$ cat src/rtl/mux3_rr_sel_gen_if.sv
// Request/enable inputs and grant/select outputs of the round-robin select generator.
interface mux3_rr_sel_gen_if #(
    parameter int CNT_W = 4
);
    logic [2:0]       req;
    logic             en;
    logic [1:0]       sel;
    logic [2:0]       gnt;
    logic             busy;
    logic [CNT_W-1:0] burst_cnt;

    modport master (
        output req, en,
        input  sel, gnt, busy, burst_cnt
    );

    modport slave (
        input  req, en,
        output sel, gnt, busy, burst_cnt
    );
endinterface

$ cat src/rtl/mux3_rr_sel_gen.sv
// Round-robin arbiter over sources a/b/c with bounded bursts; drives the 2-bit
// select of the downstream 3:1 mux (select 00 forces the mux output to zero).
module mux3_rr_sel_gen #(
    parameter int MAX_BURST = 4,
    parameter int CNT_W     = 4
) (
    input  logic               clk,
    input  logic               rst_n,
    mux3_rr_sel_gen_if.slave   bus
);

    typedef enum logic {
        IDLE  = 1'b0,
        GRANT = 1'b1
    } state_e;

    localparam logic [1:0] SRC_NONE = 2'b00;
    localparam logic [1:0] SRC_A    = 2'b11;
    localparam logic [1:0] SRC_B    = 2'b10;
    localparam logic [1:0] SRC_C    = 2'b01;

    state_e           state_q, state_d;
    logic [1:0]       sel_q, sel_d;
    logic [2:0]       gnt_q, gnt_d;
    logic [1:0]       ptr_q, ptr_d;
    logic [CNT_W-1:0] cnt_q, cnt_d;
    logic [1:0]       nxtFromPtr;
    logic [1:0]       nxtFromSel;
    logic             curReq;

    // Successor in rotation order a -> b -> c -> a.
    function automatic logic [1:0] succSrc(input logic [1:0] src);
        logic [1:0] s;
        case (src)
            SRC_A:   s = SRC_B;
            SRC_B:   s = SRC_C;
            default: s = SRC_A;
        endcase
        return s;
    endfunction

    function automatic logic reqOf(input logic [2:0] req, input logic [1:0] src);
        logic r;
        case (src)
            SRC_A:   r = req[2];
            SRC_B:   r = req[1];
            SRC_C:   r = req[0];
            default: r = 1'b0;
        endcase
        return r;
    endfunction

    // The source after 'after' is searched first and 'after' itself last, so a
    // lone persistent requester is re-granted without a bubble.
    function automatic logic [1:0] nextSrc(input logic [2:0] req, input logic [1:0] after);
        logic [1:0] c1, c2, c3, res;
        c1 = succSrc(after);
        c2 = succSrc(c1);
        c3 = succSrc(c2);
        if (reqOf(req, c1))      res = c1;
        else if (reqOf(req, c2)) res = c2;
        else if (reqOf(req, c3)) res = c3;
        else                     res = SRC_NONE;
        return res;
    endfunction

    function automatic logic [2:0] decodeGnt(input logic [1:0] src);
        logic [2:0] g;
        case (src)
            SRC_A:   g = 3'b100;
            SRC_B:   g = 3'b010;
            SRC_C:   g = 3'b001;
            default: g = 3'b000;
        endcase
        return g;
    endfunction

    assign nxtFromPtr = nextSrc(bus.req, ptr_q);
    assign nxtFromSel = nextSrc(bus.req, sel_q);
    assign curReq     = reqOf(bus.req, sel_q);

    always_comb begin
        state_d = state_q;
        sel_d   = sel_q;
        ptr_d   = ptr_q;
        cnt_d   = cnt_q;
        if (bus.en) begin
            case (state_q)
                IDLE: begin
                    if (nxtFromPtr != SRC_NONE) begin
                        state_d = GRANT;
                        sel_d   = nxtFromPtr;
                        ptr_d   = nxtFromPtr;
                        cnt_d   = CNT_W'(1);
                    end
                end
                GRANT: begin
                    if (curReq && (cnt_q < CNT_W'(MAX_BURST))) begin
                        cnt_d = cnt_q + CNT_W'(1);
                    end else if (nxtFromSel != SRC_NONE) begin
                        sel_d = nxtFromSel;
                        ptr_d = nxtFromSel;
                        cnt_d = CNT_W'(1);
                    end else begin
                        state_d = IDLE;
                        sel_d   = SRC_NONE;
                        cnt_d   = '0;
                    end
                end
                default: begin
                    state_d = IDLE;
                    sel_d   = SRC_NONE;
                    cnt_d   = '0;
                end
            endcase
        end
        gnt_d = decodeGnt(sel_d);
    end

    // Reset restores the pointer to c so that a wins the first arbitration.
    always_ff @(posedge clk or negedge rst_n) begin
        if (!rst_n) begin
            state_q <= IDLE;
            sel_q   <= SRC_NONE;
            gnt_q   <= 3'b000;
            ptr_q   <= SRC_C;
            cnt_q   <= '0;
        end else begin
            state_q <= state_d;
            sel_q   <= sel_d;
            gnt_q   <= gnt_d;
            ptr_q   <= ptr_d;
            cnt_q   <= cnt_d;
        end
    end

    assign bus.sel       = sel_q;
    assign bus.gnt       = gnt_q;
    assign bus.busy      = (state_q == GRANT);
    assign bus.burst_cnt = cnt_q;

endmodule

$ cat src/flat_wrapper.sv
// flat-port wrapper written by rule: the top's interface ports become plain ports
module mux3_rr_sel_gen_flat 
#(
    parameter int MAX_BURST = 4,
    parameter int CNT_W     = 4
)
  (clk, rst_n, bus_req, bus_en, bus_sel, bus_gnt, bus_busy, bus_burst_cnt);
  mux3_rr_sel_gen_if #(.CNT_W(CNT_W)) bus_i ();
  input  logic clk;
  input  logic rst_n;
  input wire logic [$bits(bus_i.req)-1:0] bus_req;
  input wire logic [$bits(bus_i.en)-1:0] bus_en;
  output wire logic [$bits(bus_i.sel)-1:0] bus_sel;
  output wire logic [$bits(bus_i.gnt)-1:0] bus_gnt;
  output wire logic [$bits(bus_i.busy)-1:0] bus_busy;
  output wire logic [$bits(bus_i.burst_cnt)-1:0] bus_burst_cnt;
  assign bus_i.req = bus_req;
  assign bus_i.en = bus_en;
  assign bus_sel = bus_i.sel;
  assign bus_gnt = bus_i.gnt;
  assign bus_busy = bus_i.busy;
  assign bus_burst_cnt = bus_i.burst_cnt;
  mux3_rr_sel_gen #(.MAX_BURST(MAX_BURST), .CNT_W(CNT_W)) u_core (.clk(clk), .rst_n(rst_n), .bus(bus_i));
endmodule
$ cat config.mk
export PLATFORM = sky130hd
export DESIGN_NAME = mux3_rr_sel_gen_flat
export DESIGN_NICKNAME = d
export VERILOG_FILES = /design/src/rtl/mux3_rr_sel_gen_if.sv /design/src/rtl/mux3_rr_sel_gen.sv /design/src/flat_wrapper.sv
export SDC_FILE = /design/constraint.sdc
export NUM_CORES = 1
export LEC_CHECK = 0
export CAP_MARGIN = 0
export CORE_MARGIN = 3
export CORE_UTILIZATION = 40
export DETAILED_ROUTE_END_ITERATION = 8
export GPL_ROUTABILITY_DRIVEN = 0
export PLACE_DENSITY = 0.71
export SETUP_SLACK_MARGIN = 0.15
export SLEW_MARGIN = 0
export SYNTH_ARGS = -nofsm -noshare
export SYNTH_HDL_FRONTEND = slang
export SYNTH_SLANG_ARGS = --single-unit
$ cat constraint.sdc
create_clock -name clk -period 2.1 [get_ports clk]
set_input_delay 0.21 -clock clk [delete_from_list [all_inputs] [get_ports clk]]
set_output_delay 0.21 -clock clk [all_outputs]
set_load 0.02 [all_outputs]
==> results of run 1 <==
-- cell type report --
class,count,area share (%)
Tap cell,24,3.12
Inverter,2,0.779
Multi-Input combinational cell,61,43.1
Sequential cell,12,31.3
Clock buffer,4,3.77
Timing Repair Buffer,18,17.9
-- cell families after synthesis --
family          Yosys count  share of synthesized area, %
simple gates             31                          24.1
compound gates           27                          27.3
flops                    12                          40.6
buf+inv                   4                          3.37
mux                       2                          2.87
fa+ha+maj                 1                          1.69
-- cell usage in the layout (no fill, tap or decap), types with 2 or more instances in the layout --
master / n
dfrtp_1: 11
nand2_1: 9
nand3_1: 2
nor2_1: 6
a21oi_1: 6
and2_1: 2
nor3_1: 2
clkbuf_4: 3
buf_4: 3
inv_1: 2
clkdlybuf4s50_1: 15
nand2b_1: 2
o21ai_0: 6
a21o_2: 2
a31oi_1: 2
and3_2: 2
-- power by group --
part	switching, mW	internal (mW)	total [mW]
Combinational	0.311	0.275	0.585
Clock	0.0850	0.105	0.190
Sequential	0.0879	0.316	0.404
-- flip-flops by register name, indices dropped and copies added, names as in the netlist --
signal	count
u_core.bus.burst_cnt	4
u_core.bus.sel	2
u_core.ptr_q	2
u_core.bus.busy	1
u_core.bus.gnt	3
-- per-layer routing --
layer  vias to the layer above  share of wire, %  track usage (%)  routed length [um]
li1                        323                 -                -                   -
met4                         0              0.68             4.74                  12
met5                         -                 0                0                   0
met2                        20                48             25.4                 847
met1                       327                44             18.7                 781
met3                         2               6.8             6.12                 120
-- final timing paths --
path                                               from                       to  slack [ns]  cells past startpoint
worst min register to register  u_core.bus.burst_cnt[1]  u_core.bus.burst_cnt[1]        0.53                      2
worst max register to register        u_core.bus.sel[1]        u_core.bus.gnt[0]        0.32                      5
worst min-delay path                              rst_n  u_core.bus.burst_cnt[2]        0.27                      1
max in group asynchronous                         rst_n          u_core.bus.busy        1.46                      1
min in group clk                u_core.bus.burst_cnt[1]  u_core.bus.burst_cnt[1]        0.53                      2
worst max-delay path                  u_core.bus.sel[1]        u_core.bus.gnt[0]        0.32                      5
-- per-stage QoR --
step | power (mW) | setup WS (ns) | utilization (%)
after floorplan | 0.771 | 0.483 | -
after global placement | 0.987 | 0.0624 | 56.9
after detailed placement | 0.990 | 0.0345 | 56.9
after CTS | 1.19 | 0.321 | 59.1
after global routing | 1.25 | 0.241 | 59.1
final | 1.18 | 0.323 | 59.1
==> qor.yml, run 1 <==
stdcell_count: 121
start_util_pct: 45.5
final-setup-viol-count: 0
fill_cells: 147
place.port_buffers: 15
ant_nets: 0
dpl_cell_area_um2: 927
period_minus_slack_ns: 1.78
via_per_inst: 5.55
rsz0062_at_grt: "false"
yosysSeqAreaShare_pct: 40.6
synth_area_leader_cell: "dfrtp_1"
yosysUniqueCellTypes: 36
hold_class: "input port to asynchronous set/reset pin"
synth-main-ff-cell: "dfrtp_1"
overflow: 0
drt-total-wl_um: 1760
ctsHtreeMaxLevel: 1
ys_ff_latch: 12
die_x_um: 49.1
cp-start-kind: "flop"
max_stage_delay_ns: 0.51
insertion_delay_ns: 0.28
ctsResizeCount: 0
die_h_um: 49.1
num_vias: 672
grt_first_pass_wirelength_um: 2940
nets: 105
syn_nets: 84
synth_top_area_share_pct: 37.1
place_inst: 117
root_buffer: "clkbuf_4"
maxSlewViolCount: 0
hold_viol: 0
netlist_area_um2: 742
slowest_stage: "dfrtp_1"
rows: 14
antenna_found_initial: 0
post_cts_buffers: 0
final_area_um2: 963
synth_commonest_cells: "dfrtp_1, nand2_1, a21oi_1, nor2_1, o21ai_0"
ys_async_sr_fraction_pct: 100
worst_setup_path_end_kind: "flop"
synth_most_common_cell: "dfrtp_1"
tns_ns: 0
critical_path_class: "flop to flop"
max_cap_violations: 0
yosysWarnings: 0
place_hpwl_um: 1320
dieArea_um2: 2410
status: "finished clean"
regArea_um2: 302
vdd.ir_drop.worst_mv: 0.709
fmax_mhz: 563
period_share_pct: 84.6
synth_edf_count: 0
synthesis.instances: 77
multiInputGateArea_um2: 415
clock-sinks: 12
clkTransAtPathRegs_ns: 0.09
hold_buffers: 0
cts.path.max_buffers: 2
crit_fanout: 9
grt_pass1_vias: 635
path_cells: "a21oi_1, nor4_4, nand2_2, a221oi_4, nor3_1"
path_buf_inv: 0
tightest_slew_ns: 0.534
cp_top_family: "simple AND/OR/NAND/NOR gates"
cts_buffers: 3
drc: 0
wl_per_cell_um: 14.6
synth_area_leaders: "dfrtp_1, nand2_1, a21oi_1"
area_growth_syn_to_layout_pct: 29.8
powerDensity_nw_per_um2: 1220
antenna_cells: 0
arrival_ns: 1.92
drive_gt1_share_pct: 22.7
hold_ws_ns: 0.265
grt_max_degree: 13
crit_required_ns: 2.24
core_area_um2: 1630
skew_ns: 0.0156
dr.pass1.iters: 4
p_leak_nw: 0.412
grt_use_total_pct: 15.6
ios: 16
slew_headroom_pct: 64.3
syn_area_per_cell_um2: 9.64
cts_tree: "built"
drt_iter0_drc: 25
No activity file was read; power rests on OpenSTA's default activity.
==> run 2, diff against run 1 <==
Clock period 2.1 ns to 1.8 ns, I/O delays scaled along.
==> run 2 against run 1 <==
  * First-iteration DRC count grew 12%
  * Setup slack lost 0.17 ns
  * Critical path type is now input port to flop
  * Critical endpoint unchanged
  * Combinational power grew 56%
==> qor.yml, run 2 (synthesized netlist as in run 1, its figures left out) <==
status: "finished clean"  # unchanged
nets: 121  # was 105
final-setup-viol-count: 0  # unchanged
ctsHtreeMaxLevel: 1  # unchanged
die_x_um: 49.1  # unchanged
vdd.ir_drop.worst_mv: 0.926  # was 0.709 mV
antenna_cells: 0  # unchanged
tightest_slew_ns: 0.559  # was 0.534 ns
arrival_ns: 1.81  # was 1.92 ns
insertion_delay_ns: 0.28  # about the same
die_h_um: 49.1  # unchanged
worst_setup_path_end_kind: "flop"  # unchanged
crit_required_ns: 1.96  # was 2.24 ns
final_cell_mix: "buf_4, clkdlybuf4s50_1, nand2_1, dfrtp_1"  # was clkdlybuf4s50_1, dfrtp_1, nand2_1
ios: 16  # unchanged
cts.path.max_buffers: 2  # unchanged
area_growth_syn_to_layout_pct: 52.1  # was 29.8%
rsz0062_at_grt: "true"  # was false
ant_nets: 0  # unchanged
crit_fanout: 10  # was 9
drt-total-wl_um: 1940  # was 1760 um
cts_buffers: 3  # unchanged
hold_viol: 0  # unchanged
drive_gt1_share_pct: 39.8  # was 22.7%
antenna_found_initial: 0  # unchanged
via_per_inst: 5.36  # was 5.55
critical_path_class: "input port to flop"  # was flop to flop
place.port_buffers: 15  # unchanged
start_util_pct: 45.5  # unchanged
hold_buffers: 0  # unchanged
drt_iter0_drc: 28  # was 25
clock-sinks: 12  # unchanged
dr.pass1.iters: 4  # unchanged
final_core_util_pct: 69.3  # was 59.1%
layout_commonest_cell: "buf_4"  # was clkdlybuf4s50_1
cp-start-kind: "input port"  # was flop
stdcell_count: 137  # was 121
grt_pass1_vias: 680  # was 635
max_cap_violations: 0  # unchanged
grt_use_total_pct: 17.3  # was 15.6%
period_minus_slack_ns: 1.65
hold_class: "input port to asynchronous set/reset pin"  # unchanged
crit_path_frequent_cell: "buf_4"
root_buffer: "clkbuf_4"  # unchanged
overflow: 0  # unchanged
powerDensity_nw_per_um2: 1420  # was 1220 nW/um2
hold_ws_ns: 0.250  # was 0.265 ns
path_cells: "clkdlybuf4s50_1, buf_4, nand2_1, a31oi_1, o21ai_0, a32oi_4, buf_4, nor3_2"  # was a21oi_1, nor4_4, nand2_2, a221oi_4, nor3_1
slowest_stage: "clkdlybuf4s50_1"  # was dfrtp_1
core_area_um2: 1630  # unchanged
clkTransAtPathRegs_ns: 0.08  # was 0.09 ns
drc: 0  # unchanged
final.setup.worst_slack_ns: 0.153  # was 0.323 ns
dp_slack_ns: -0.0952  # was 0.0345 ns
place_hpwl_um: 1380  # was 1320 um
max_stage_delay_ns: 0.50  # was 0.51 ns
p_leak_nw: 0.493  # was 0.412 nW
num_vias: 734  # was 672
place_inst: 126  # was 117
rows: 14  # unchanged
period_share_pct: 91.5
cts_tree: "built"  # unchanged
skew_ns: 0.00413  # was 0.0156 ns
dieArea_um2: 2410  # unchanged
maxSlewViolCount: 0  # unchanged
grt_max_degree: 13  # unchanged
fmax_mhz: 607
wl_per_cell_um: 14.2  # was 14.6 um
largest_reg_flops: 4  # unchanged
grt_first_pass_wirelength_um: 3150  # was 2940 um
slew_headroom_pct: 62.6  # was 64.3%
-- run 2: cell count changes in the layout (fill, tap and decap cells not counted), sizes merged --
cell	previous run	this run
buf	3	19
-- run 2: final cells by class --
type                            instances  area [um2]
Timing Repair Buffer                   34         293
Sequential cell                        12         304
Fill cell                             125         500
Multi-Input combinational cell         61         458
Clock buffer                            4        36.3
Inverter                                2        7.51
Tap cell                               24        30.0
-- run 2: layer usage --
metal / track usage (%) / vias to the layer above / part of all wire [%]
met3: 4.59 / 11 / 5.6
met1: 22.1 / 334 / 46
met5: 0 / - / 0
li1: - / 357 / -
met4: 10.4 / 0 / 3.6
met2: 25.7 / 32 / 45
-- run 2: power by group --
group / internal (mW) / switching (mW)
sequential: 0.374 / 0.0919
clock: 0.123 / 0.0990
combinational: 0.471 / 0.439
total: 0.968 / 0.630
-- run 2: what timing repair did --
item	in CTS	in global routing
setup buffers	0	7
gates resized for setup	1	8
endpoints found under the hold margin	0	0
setup endpoints to repair	6	6
pin swaps	0	6
-- run 2: final timing paths --
check | startpoint | endpoint | slack, ns | cells past startpoint
worst min register to register | u_core.bus.burst_cnt[1] | u_core.bus.burst_cnt[1] | 0.54 | 2
min in group clk | u_core.bus.burst_cnt[1] | u_core.bus.burst_cnt[1] | 0.54 | 2
worst max-delay path | bus_req[1] | u_core.bus.gnt[0] | 0.15 | 8
worst min-delay path | rst_n | u_core.bus.burst_cnt[3] | 0.25 | 1
worst max register to register | u_core.bus.sel[1] | u_core.bus.gnt[0] | 0.16 | 8
max in group asynchronous | rst_n | u_core.bus.sel[1] | 1.15 | 1
-- run 2: worst max-delay path, delay by kind of cell --
kind | cells | cell delay [ns]
compound gates | 3 | 0.70
simple gates | 2 | 0.09
buf+inv | 3 | 0.83
-- run 2: through the flow --
stage | power [mW] | area (um2) | setup TNS, ns
2_1_floorplan | 0.900 | 742 | 0
3_3_place_gp | 1.20 | 995 | -0.417
3_5_place_dp | 1.20 | 995 | -0.424
4_1_cts | 1.44 | 1030 | 0
5_1_grt | 1.70 | 1130 | 0
6_report | 1.60 | 1130 | 0
==> run 3, diff against run 2 <==
Clock period 1.8 ns to 2 ns, I/O delays scaled along.
==> run 3 against run 2 <==
  * Core utilization fell by 8.4 points
  * Global-route usage fell by 2.0 points
  * Sequential share of layout area up 3.7 points
  * Register-to-register slack improved by 0.13 ns
  * Setup slack improved by 0.14 ns
  * Critical path depth shrank 2
  * Sequential power decreased by 9.4%
  * Sequential cell count is the same
  * Non-clock buffer count is 13 lower
  * Cell count decreased by 9.5%
  * Critical path type is now flop to flop
==> qor.yml, run 3 (synthesized netlist as in run 1, its figures left out) <==
cp-start-kind: "flop"  # was input port
cts_tree: "built"  # unchanged
die_x_um: 49.1  # unchanged
cts.path.max_buffers: 2  # unchanged
period_minus_slack_ns: 1.71
final_core_util_pct: 60.8  # was 69.3%
nets: 108  # was 121
rsz0062_at_grt: "false"  # was true
dieArea_um2: 2410  # unchanged
maxSlewViolCount: 0  # unchanged
grt_max_degree: 13  # unchanged
rows: 14  # unchanged
hold_class: "input port to asynchronous set/reset pin"  # unchanged
core_area_um2: 1630  # unchanged
root_buffer: "clkbuf_4"  # unchanged
worst_setup_path_end_kind: "flop"  # unchanged
skew_ns: 0.0178  # was 0.00413 ns
overflow: 0  # unchanged
num_vias: 643  # was 734
final_cell_mix: "clkdlybuf4s50_1, nand2_1, dfrtp_1"  # was buf_4, clkdlybuf4s50_1, nand2_1, dfrtp_1
antenna_cells: 0  # unchanged
crit_required_ns: 2.19  # was 1.96 ns
period_share_pct: 85.3
final-setup-viol-count: 0  # unchanged
slew_headroom_pct: 63.4  # was 62.6%
clock-sinks: 12  # unchanged
cp_top_family: "compound AO/OA/AOI/OAI gates"  # was buffers and inverters
hold_viol: 0  # unchanged
fmax_mhz: 586
ctsHtreeMaxLevel: 1  # unchanged
power_mw: 1.25  # was 1.60 mW
grt_first_pass_wirelength_um: 2900  # was 3150 um
final.setup.worst_slack_ns: 0.293  # was 0.153 ns
place_inst: 119  # was 126
drc: 0  # unchanged
place_hpwl_um: 1280  # was 1380 um
critical_path_class: "flop to flop"  # was input port to flop
crit_fanout: 9  # was 10
drt-total-wl_um: 1640  # was 1940 um
status: "finished clean"  # unchanged
hold_buffers: 0  # unchanged
dr.pass1.iters: 4  # unchanged
insertion_delay_ns: 0.28  # about the same
area_growth_syn_to_layout_pct: 33.6  # was 52.1%
start_util_pct: 45.5  # unchanged
layout_commonest_cell: "clkdlybuf4s50_1"  # was buf_4
stdcell_count: 124  # was 137
clkTransAtPathRegs_ns: 0.09  # was 0.08 ns
path_cells: "a21oi_1, nor4_4, buf_4, a21o_2, a32oi_2, nor3b_2"  # was clkdlybuf4s50_1, buf_4, nand2_1, a31oi_1, o21ai_0, a32oi_4, buf_4, nor3_2
drive_gt1_share_pct: 27.0  # was 39.8%
vdd.ir_drop.worst_mv: 0.656  # was 0.926 mV
largest_reg_flops: 4  # unchanged
place.port_buffers: 15  # unchanged
path_buf_inv: 1  # was 3
slowest_stage: "dfrtp_2"  # was clkdlybuf4s50_1
cts_buffers: 3  # unchanged
tightest_slew_ns: 0.547  # was 0.559 ns
die_h_um: 49.1  # unchanged
antenna_found_initial: 0  # unchanged
grt_use_total_pct: 15.2  # was 17.3%
dp_slack_ns: -0.0164  # was -0.0952 ns
via_per_inst: 5.19  # was 5.36
wl_per_cell_um: 13.2  # was 14.2 um
max_stage_delay_ns: 0.47  # was 0.50 ns
drt_iter0_drc: 8  # was 28
arrival_ns: 1.90  # was 1.81 ns
ios: 16  # unchanged
powerDensity_nw_per_um2: 1260  # was 1420 nW/um2
ant_nets: 0  # unchanged
grt_pass1_vias: 656  # was 680
p_leak_nw: 0.434  # was 0.493 nW
max_cap_violations: 0  # unchanged
run 3: changes by cell type in the layout (fill, tap and decap cells not counted), sizes merged:
cell           previous run  this run
clkdlybuf4s50            15        14
buf                      19         6
dlymetal6s2s              0         1
run 3: path summary, 6_finish.rpt:
check                                   startpoint                      end  slack (ns)  depth (start not counted)
max                              u_core.bus.sel[1]        u_core.bus.gnt[2]        0.29                          6
min                                          rst_n  u_core.bus.burst_cnt[3]        0.26                          1
max reg2reg                      u_core.bus.sel[1]        u_core.bus.gnt[2]        0.29                          6
min reg2reg                u_core.bus.burst_cnt[1]  u_core.bus.burst_cnt[1]        0.52                          2
max in group asynchronous                    rst_n        u_core.bus.sel[0]        1.32                          1
min in group clk           u_core.bus.burst_cnt[1]  u_core.bus.burst_cnt[1]        0.52                          2
run 3: area by class of cell:
type                       instances  area [um2]
clock buffer                       4        36.3
timing repair buffer              21         198
inverter                           2        7.51
tap                               24        30.0
sequential                        12         304
fill                             153         638
multi-input combinational         61         415
run 3: report_power, final:
group | leakage [nW] | total (mW) | switching (mW) | internal [mW]
sequential | 0.144 | 0.422 | 0.0855 | 0.336
combinational | 0.269 | 0.627 | 0.322 | 0.305
clock | 0.0210 | 0.198 | 0.0875 | 0.111
total | 0.434 | 1.25 | 0.495 | 0.752
run 3: through the flow:
step | TNS [ns] | hold slack (ns) | area, um2
after floorplan | 0 | -0.0956 | 742
after global placement | 0 | 0.499 | 942
after detailed placement | -0.0273 | 0.509 | 942
after CTS | 0 | 0.288 | 978
after global routing | 0 | 0.305 | 991
final | 0 | 0.263 | 991
run 3: worst reg2reg max path: cells and delay by family (launching register included):
family	cells	cell delay, ns
AOI/OAI and AO/OA	3	0.72
DFF	1	0.47
and+or+nand+nor	2	0.27
buffers and inverters	1	0.16
run 3: routing by layer:
metal | track usage (%) | share of wire, % | vias to the layer above
met5 | 0 | 0 | -
li1 | - | - | 330
met1 | 19.7 | 50 | 296
met4 | 2.84 | 1.0 | 0
met2 | 24.6 | 43 | 15
met3 | 5.20 | 6.0 | 2
run 3: timing repair:
action / in CTS / in global routing
gates resized for setup: 0 / 3
setup buffers: 0 / 1
setup endpoints to repair: 0 / 4
